<file path="src/rtl/tron_score_keeper.sv">
// tron_score_keeper: per-player round wins and match winner for the two-player Tron match.
// Ports:
//   board_clk  100 MHz system clock
//   Reset      asynchronous active-high reset
//   start      begin-match pulse, honoured in IDLE
//   ack        match-acknowledge pulse, honoured in OVER
//   round_end  round finished; p1_crash/p2_crash valid with it
//   p1_score   P1 wins for SSD4 (4'hF = blanked)
//   p2_score   P2 wins for SSD0 (4'hF = blanked)
//   playing    high in PLAY
//   match_over high in OVER
//   winner     00 none, 01 P1, 10 P2
//   round_draw one-cycle pulse after a round where both crashed
// Optional feature: define TRON_SCORE_BLINK_EN to blink the winner's digit in OVER
// at the rate set by counter bit BLINK_BIT.
module tron_score_keeper #(
  parameter int WIN_SCORE = 5,
  parameter int BLINK_BIT = 24
) (
  input  logic       board_clk,
  input  logic       Reset,
  input  logic       start,
  input  logic       ack,
  input  logic       round_end,
  input  logic       p1_crash,
  input  logic       p2_crash,
  output logic [3:0] p1_score,
  output logic [3:0] p2_score,
  output logic       playing,
  output logic       match_over,
  output logic [1:0] winner,
  output logic       round_draw
);
  typedef enum logic [1:0] {IDLE, PLAY, OVER} state_t;
  localparam logic [3:0] WIN = 4'(WIN_SCORE);
  state_t     state_q, state_d;
  logic [3:0] p1_q, p1_d, p2_q, p2_d;
  logic [1:0] winner_q, winner_d;
  logic       draw_q, draw_d;
  always_ff @(posedge board_clk or posedge Reset) begin
    if (Reset) begin
      state_q  <= IDLE;
      p1_q     <= '0;
      p2_q     <= '0;
      winner_q <= '0;
      draw_q   <= 1'b0;
    end else begin
      state_q  <= state_d;
      p1_q     <= p1_d;
      p2_q     <= p2_d;
      winner_q <= winner_d;
      draw_q   <= draw_d;
    end
  end
  always_comb begin
    state_d  = state_q;
    p1_d     = p1_q;
    p2_d     = p2_q;
    winner_d = winner_q;
    draw_d   = 1'b0;
    case (state_q)
      IDLE: if (start) begin
        state_d  = PLAY;
        p1_d     = '0;
        p2_d     = '0;
        winner_d = '0;
      end
      PLAY: if (round_end) begin
        if (p2_crash && !p1_crash) begin
          p1_d = p1_q + 4'd1;
          if (p1_d == WIN) begin
            state_d  = OVER;
            winner_d = 2'b01;
          end
        end else if (p1_crash && !p2_crash) begin
          p2_d = p2_q + 4'd1;
          if (p2_d == WIN) begin
            state_d  = OVER;
            winner_d = 2'b10;
          end
        end else if (p1_crash && p2_crash) begin
          draw_d = 1'b1;
        end
      end
      OVER: if (ack) begin
        state_d  = IDLE;
        p1_d     = '0;
        p2_d     = '0;
        winner_d = '0;
      end
      default: state_d = IDLE;
    endcase
  end
  assign playing    = state_q == PLAY;
  assign match_over = state_q == OVER;
  assign winner     = winner_q;
  assign round_draw = draw_q;
`ifdef TRON_SCORE_BLINK_EN
  logic [BLINK_BIT:0] ctr_q, ctr_d;
  logic               blank;
  assign ctr_d = ctr_q + {{BLINK_BIT{1'b0}}, 1'b1};
  always_ff @(posedge board_clk or posedge Reset) begin
    if (Reset) ctr_q <= '0;
    else ctr_q <= ctr_d;
  end
  assign blank    = (state_q == OVER) && ctr_q[BLINK_BIT];
  assign p1_score = (blank && winner_q == 2'b01) ? 4'hF : p1_q;
  assign p2_score = (blank && winner_q == 2'b10) ? 4'hF : p2_q;
`else
  logic unused_blink;
  assign unused_blink = |BLINK_BIT;
  assign p1_score     = p1_q;
  assign p2_score     = p2_q;
`endif
endmodule
</file>
<file path="config.mk">
export PLATFORM = sky130hd
export DESIGN_NAME = tron_score_keeper
export DESIGN_NICKNAME = d
export VERILOG_FILES = /design/src/rtl/tron_score_keeper.sv
export SDC_FILE = /design/constraint.sdc
export NUM_CORES = 1
export LEC_CHECK = 0
export BUFFER_PORTS_ARGS = -buffer_cell sky130_fd_sc_hd__buf_2
export CAP_MARGIN = 20
export CORE_MARGIN = 4
export CORE_UTILIZATION = 35
export CTS_BUF_LIST = sky130_fd_sc_hd__clkbuf_8
export DETAILED_ROUTE_END_ITERATION = 7
export GPL_ROUTABILITY_DRIVEN = 1
export PLACE_DENSITY_LB_ADDON = 0.15
export SETUP_SLACK_MARGIN = 0.1
export SLEW_MARGIN = 25
export SYNTH_ARGS = -nofsm -noshare
export SYNTH_HDL_FRONTEND = slang
export SYNTH_SLANG_ARGS = --single-unit
</file>
<file path="constraint.sdc">
create_clock -name board_clk -period 1.9 [get_ports board_clk]
set_input_delay 0.285 -clock board_clk [delete_from_list [all_inputs] [get_ports board_clk]]
set_output_delay 0.285 -clock board_clk [all_outputs]
set_load 0.01 [all_outputs]
</file>
==> results of run 1 <==
==> kinds of logic after synthesis <==
family                   share of synthesized area
flip-flops                                   0.408
adder cells (fa/ha/maj)                     0.0628
AND/OR/NAND/NOR                              0.248
buffers and inverters                       0.0424
multiplexers                                0.0267
AO/OA/AOI/OAI                                0.190
XOR/XNOR                                    0.0220
==> sequential cells by signal, indices dropped and copies added (netlist names) <==
register	cells
winner	2
p2_score	4
p1_score	4
round_draw	1
state_q	2
==> layer usage <==
metal / vias up / global-route usage / share of wire
li1: 361 / - / -
met1: 317 / 0.155 / 0.49
met2: 15 / 0.181 / 0.45
met3: 2 / 0.0394 / 0.049
met4: 0 / 0.0417 / 0.010
met5: - / 0 / 0
==> worst max-delay path, cell delays in order, from the launching register on <==
cell and delay [ns]:
dfrtp_2 0.44, inv_1 0.07, ha_1 0.13, nand3b_1 0.08, or3b_2 0.46, o22ai_2 0.20
nor2_2 0.07, o21a_1 0.19
==> metrics by stage <==
step,instances,utilization,worst slack (ns)
final,142,0.464,0.140
after global routing,142,0.464,0.0470
after CTS,140,0.451,0.102
after detailed placement,136,0.430,0.123
after global placement,136,0.430,0.150
after floorplan,87,-,0.192
==> path summary, 6_finish.rpt <==
check	from	cells after the start	to
worst max-delay path	p2_score[1]	7	state_q[0]
worst min-delay path	Reset	2	p2_score[2]
worst max register to register	p2_score[1]	7	state_q[0]
worst min register to register	winner[0]	1	winner[0]
max in group asynchronous	Reset	2	p1_score[1]
min in group board_clk	p1_crash	3	round_draw
==> cells in the final DEF, fill, tap and decap left out, drive strengths merged, types with 2 or more instances in the layout <==
cell type  netlist  layout
o21ai            9       9
o2bb2ai          2       2
o31ai            2       2
nand2           13      13
or3b             2       2
o22ai            2       2
clkbuf           0       3
dfrtp           13      13
buf              0      23
and2b            2       2
nor2             5       5
inv              9      10
nand3            4       4
xnor2            2       2
nand3b           2       2
a21oi            3       3
ha               4       4
==> report_power, final <==
group | leakage [nW] | switching, W | internal [W]
clock network | 0.0269 | 0.000104 | 0.000143
registers | 0.157 | 0.000116 | 0.000378
logic | 0.315 | 0.000341 | 0.000296
==> what timing repair did <==
item                                    in CTS  in global routing
endpoints found under the setup margin       0                  5
hold buffers                                 0                  0
setup buffers                                0                  2
hold endpoints to repair                     0                  0
resized for setup                            0                  6
==> cell type report <==
cell class                 instances  area [sq um]
clock inverter                     1          3.75
inverter                           9          33.8
multi-input combinational         65           447
tap                               28          35.0
sequential                        13           330
fill                             226          1170
timing repair buffer              23           125
clock buffer                       3          41.3
==> impl_metrics.ini, run 1 <==
[cells_and_area]
antenna-diode-count = 0
syn_to_final_growth_pct = 27.5
final_area_sq_um = 1020
drive_above_1_share = 0.368
final_nets = 126

[placed_design]
port_buffers = 19
place_congestion = 0.843
hpwl_mm = 1.35
dpl-instance-area_sq_um = 942

[synth]
synth_most_common_cell = dfrtp_1
synth_area_leaders = dfrtp_1, ha_1, nand2_1
synth_cell_types = 32
syn_area_per_cell_sq_um = 9.16
syn_area_sq_um = 797
ys_seq_area_frac = 0.408
synth_cells = 87
dominantRegCellSynth = dfrtp_1
postSynthRegisterBits = 13
async_flop_share = 1.00
synth_edf_count = 0
yosys-top-cells-count = dfrtp_1, nand2_1, inv_1
synth_top_area_share = 0.408
yosysWarnings = 0
syn_nets = 98
yosys.area.top_type = dfrtp_1

[power]
power.total_w = 0.00138
p_leak_nw = 0.499
power_density_nw_per_um2 = 1360
max-vdd-ir-drop_uv = 581

[clock_network]
h-tree-depth = 1
cts.sinks = 13
insertion_delay_ns = 0.24
cts_tree = yes
cts-buffers-inserted = 3
cts.reportedPaths.clkPinSlew_ns = 0.06
cts_root_buf = clkbuf_8
clk_path_buf_depth = 2

[drt]
routedWlPerCell_um = 13.0
drt-total-wl_mm = 1.85
drc_errors = 0
num_vias = 695
viasPerCell = 4.89
first_pass_iters = 4
drt-initial-drc-count = 10
antenna_left = 0

[die]
ioPinCount = 20
core_area_sq_um = 2190
rows = 17
die_area_sq_um = 3100
start_util = 0.364
die_x_um = 55.7
dieHeight_um = 55.7

[sta]
fin_worst_skew_ns = 0.00419
period_share = 0.926
finalMaxSlewViolations = 0
rsz0062_at_grt = yes
final-setup-viol-count = 0
tightest_slew_ns = 0.503
final.setup.tns_ns = 0
fin_crit_ns = 1.76
hold_ws_ns = 0.0566
final-hold-violation-count = 0
fmax_ghz = 0.568
slew_headroom = 0.664

[setup_path]
reg2reg_slack_ns = 0.14
cp-end-kind = flip-flop
crit_required_ns = 2.03
cp-start-kind = flip-flop
worstPathArrival_ns = 1.89
critical_path_class = reg2reg
critPathMaxFanout = 6

[job]
max_cap_violations = 0

[global_route]
antenna_found_initial = 0
track_usage = 0.118
grt_first_pass_wirelength_mm = 2.90
gr-total-overflow = 0
grt_max_degree = 14
grt_pass1_vias = 646

[worst_hold_path]
hold_class = in2async

[run_status]
status = finished, final reports clean
No activity file was read; power rests on OpenSTA's default activity.
==> inputs of run 2 (changes only) <==
CORE_MARGIN = 1   (was 4)
PLACE_DENSITY = 0.58   (was default)
PLACE_DENSITY_LB_ADDON = default   (was 0.15)
==> run 2 against run 1 <==
Net effect:
- global-route usage increased by 4.2 points
- non-clock buffer count decreased by 2
- sequential cell count unchanged
- combinational power decreased by 2%
- worst hold slack got worse by 0.0022 ns
- fmax increased by 4.0%
- clock skew decreased by 0.0028 ns
- utilization increased by 2.8 points
- total power decreased by 2.0%
- via count decreased by 3.2%
- clock power decreased by 2%
- critical path type unchanged
- largest power group unchanged
- highest routed layer unchanged
==> impl_metrics.ini, run 2 (synthesized netlist as in run 1, its figures left out) <==
[clock_network]
post-cts-setup-buffers = 0
clk_path_buf_depth = 2
cts_tree = yes
cts_root_buf = clkbuf_8
insertion_delay_ns = 0.25
h-tree-depth = 1
cts-buffers-inserted = 3
cts.reportedPaths.clkPinSlew_ns = 0.05
cts-resized-gates = 1
cts_hold_buf = 0
cts.sinks = 13

[power]
max-vdd-ir-drop_uv = 727
p_leak_nw = 0.493
power_density_nw_per_um2 = 1340

[die]
ioPinCount = 20
start_util = 0.390
dieHeight_um = 49.7
die_x_um = 49.7
core_area_sq_um = 2040
rows = 16
die_area_sq_um = 2470

[global_route]
grt_pass1_vias = 644
gr-total-overflow = 0
grt_max_degree = 14
antenna_found_initial = 0
grt_first_pass_wirelength_mm = 2.93
track_usage = 0.160

[cells_and_area]
drive_above_1_share = 0.330
final_area_sq_um = 1000
final_nets = 124
syn_to_final_growth_pct = 26.1
antenna-diode-count = 0
final_common_cell = buf_2
final_cell_mix = buf_2, nand2_1, dfrtp_1

[run_status]
status = finished, final reports clean

[setup_path]
critical_path_class = reg2reg
cp-start-kind = flip-flop
worstPathArrival_ns = 1.83
r2r_cells = 7
cp-end-kind = flip-flop
r2r-end = state_q[0]
reg2reg_from = p2_score[0]
crit_start = p2_score[0]
reg2reg_slack_ns = 0.21
crit_required_ns = 2.04
critPathMaxFanout = 7

[placed_design]
place_congestion = 0.818
hpwl_mm = 1.25
dpl-instance-area_sq_um = 941
dp_worst_setup_slack_ns = 0.0804
port_buffers = 19

[drt]
drc_errors = 0
routedWlPerCell_um = 11.8
antenna_left = 0
drt-total-wl_mm = 1.64
drt-initial-drc-count = 10
first_pass_iters = 4
viasPerCell = 4.84
num_vias = 673

[sta]
setup_ws_ns = 0.208
rsz0062_at_grt = no
final-setup-viol-count = 0
tightest_slew_ns = 0.502
fmax_ghz = 0.591
final-hold-violation-count = 0
fin_crit_ns = 1.69
final.setup.tns_ns = 0
finalMaxSlewViolations = 0
slew_headroom = 0.665
period_share = 0.891
fin_worst_skew_ns = 0.00143

[worst_hold_path]
hold_class = in2async

[job]
max_cap_violations = 0
## run 2: cell count changes in the layout (fill, tap and decap cells not counted), sizes merged
cell / change
buf: -2
## run 2: layout make-up
class / count / area, sq um
fill: 207 / 1040
multi-input combinational: 65 / 454
sequential: 13 / 328
timing repair buffer: 21 / 110
clock buffer: 3 / 41.3
inverter: 9 / 33.8
tap: 27 / 33.8
clock inverter: 1 / 3.75
## run 2: worst max-delay path by stage
stage / endpoint / slack (ns) / depth (start not counted)
2_1_floorplan: state_q[0] / 0.19 / 7
3_3_place_gp: state_q[0] / 0.17 / 7
3_5_place_dp: state_q[0] / 0.08 / 7
4_1_cts: state_q[0] / 0.14 / 7
5_1_grt: state_q[0] / 0.11 / 7
6_report: state_q[0] / 0.21 / 7
## run 2: worst max-delay path, cell delays in order (launching register included)
cell	delay (ns)
dfrtp_2	0.44
inv_1	0.07
ha_1	0.14
nand3b_1	0.13
or3b_4	0.41
o22ai_4	0.13
nor2_1	0.08
o21a_1	0.18
## run 2: metal layers
metal / part of all wire / routed length, um / track usage / vias up
met5: 0 / 0 / 0 / -
met4: 0.0079 / 13 / 0.0429 / 0
met3: 0.054 / 89 / 0.0648 / 2
met2: 0.43 / 710 / 0.230 / 17
met1: 0.50 / 828 / 0.222 / 301
li1: - / - / - / 353
## run 2: stage by stage
| stage | std cells | power [W] | hold WS [ns] | util |
|---|---|---|---|---|
| floorplan | 87 | 0.000872 | 0.162 | - |
| global placement | 135 | 0.00109 | 0.350 | 0.461 |
| detailed placement | 135 | 0.00109 | 0.342 | 0.461 |
| CTS | 139 | 0.00134 | 0.0790 | 0.486 |
| global route | 139 | 0.00147 | 0.110 | 0.492 |
| finish | 139 | 0.00135 | 0.0544 | 0.492 |
## run 2: power breakdown
| group | total, W | internal [W] | switching [W] |
|---|---|---|---|
| clock | 0.000242 | 0.000143 | 0.0000992 |
| combinational | 0.000623 | 0.000286 | 0.000337 |
| sequential | 0.000485 | 0.000375 | 0.000110 |
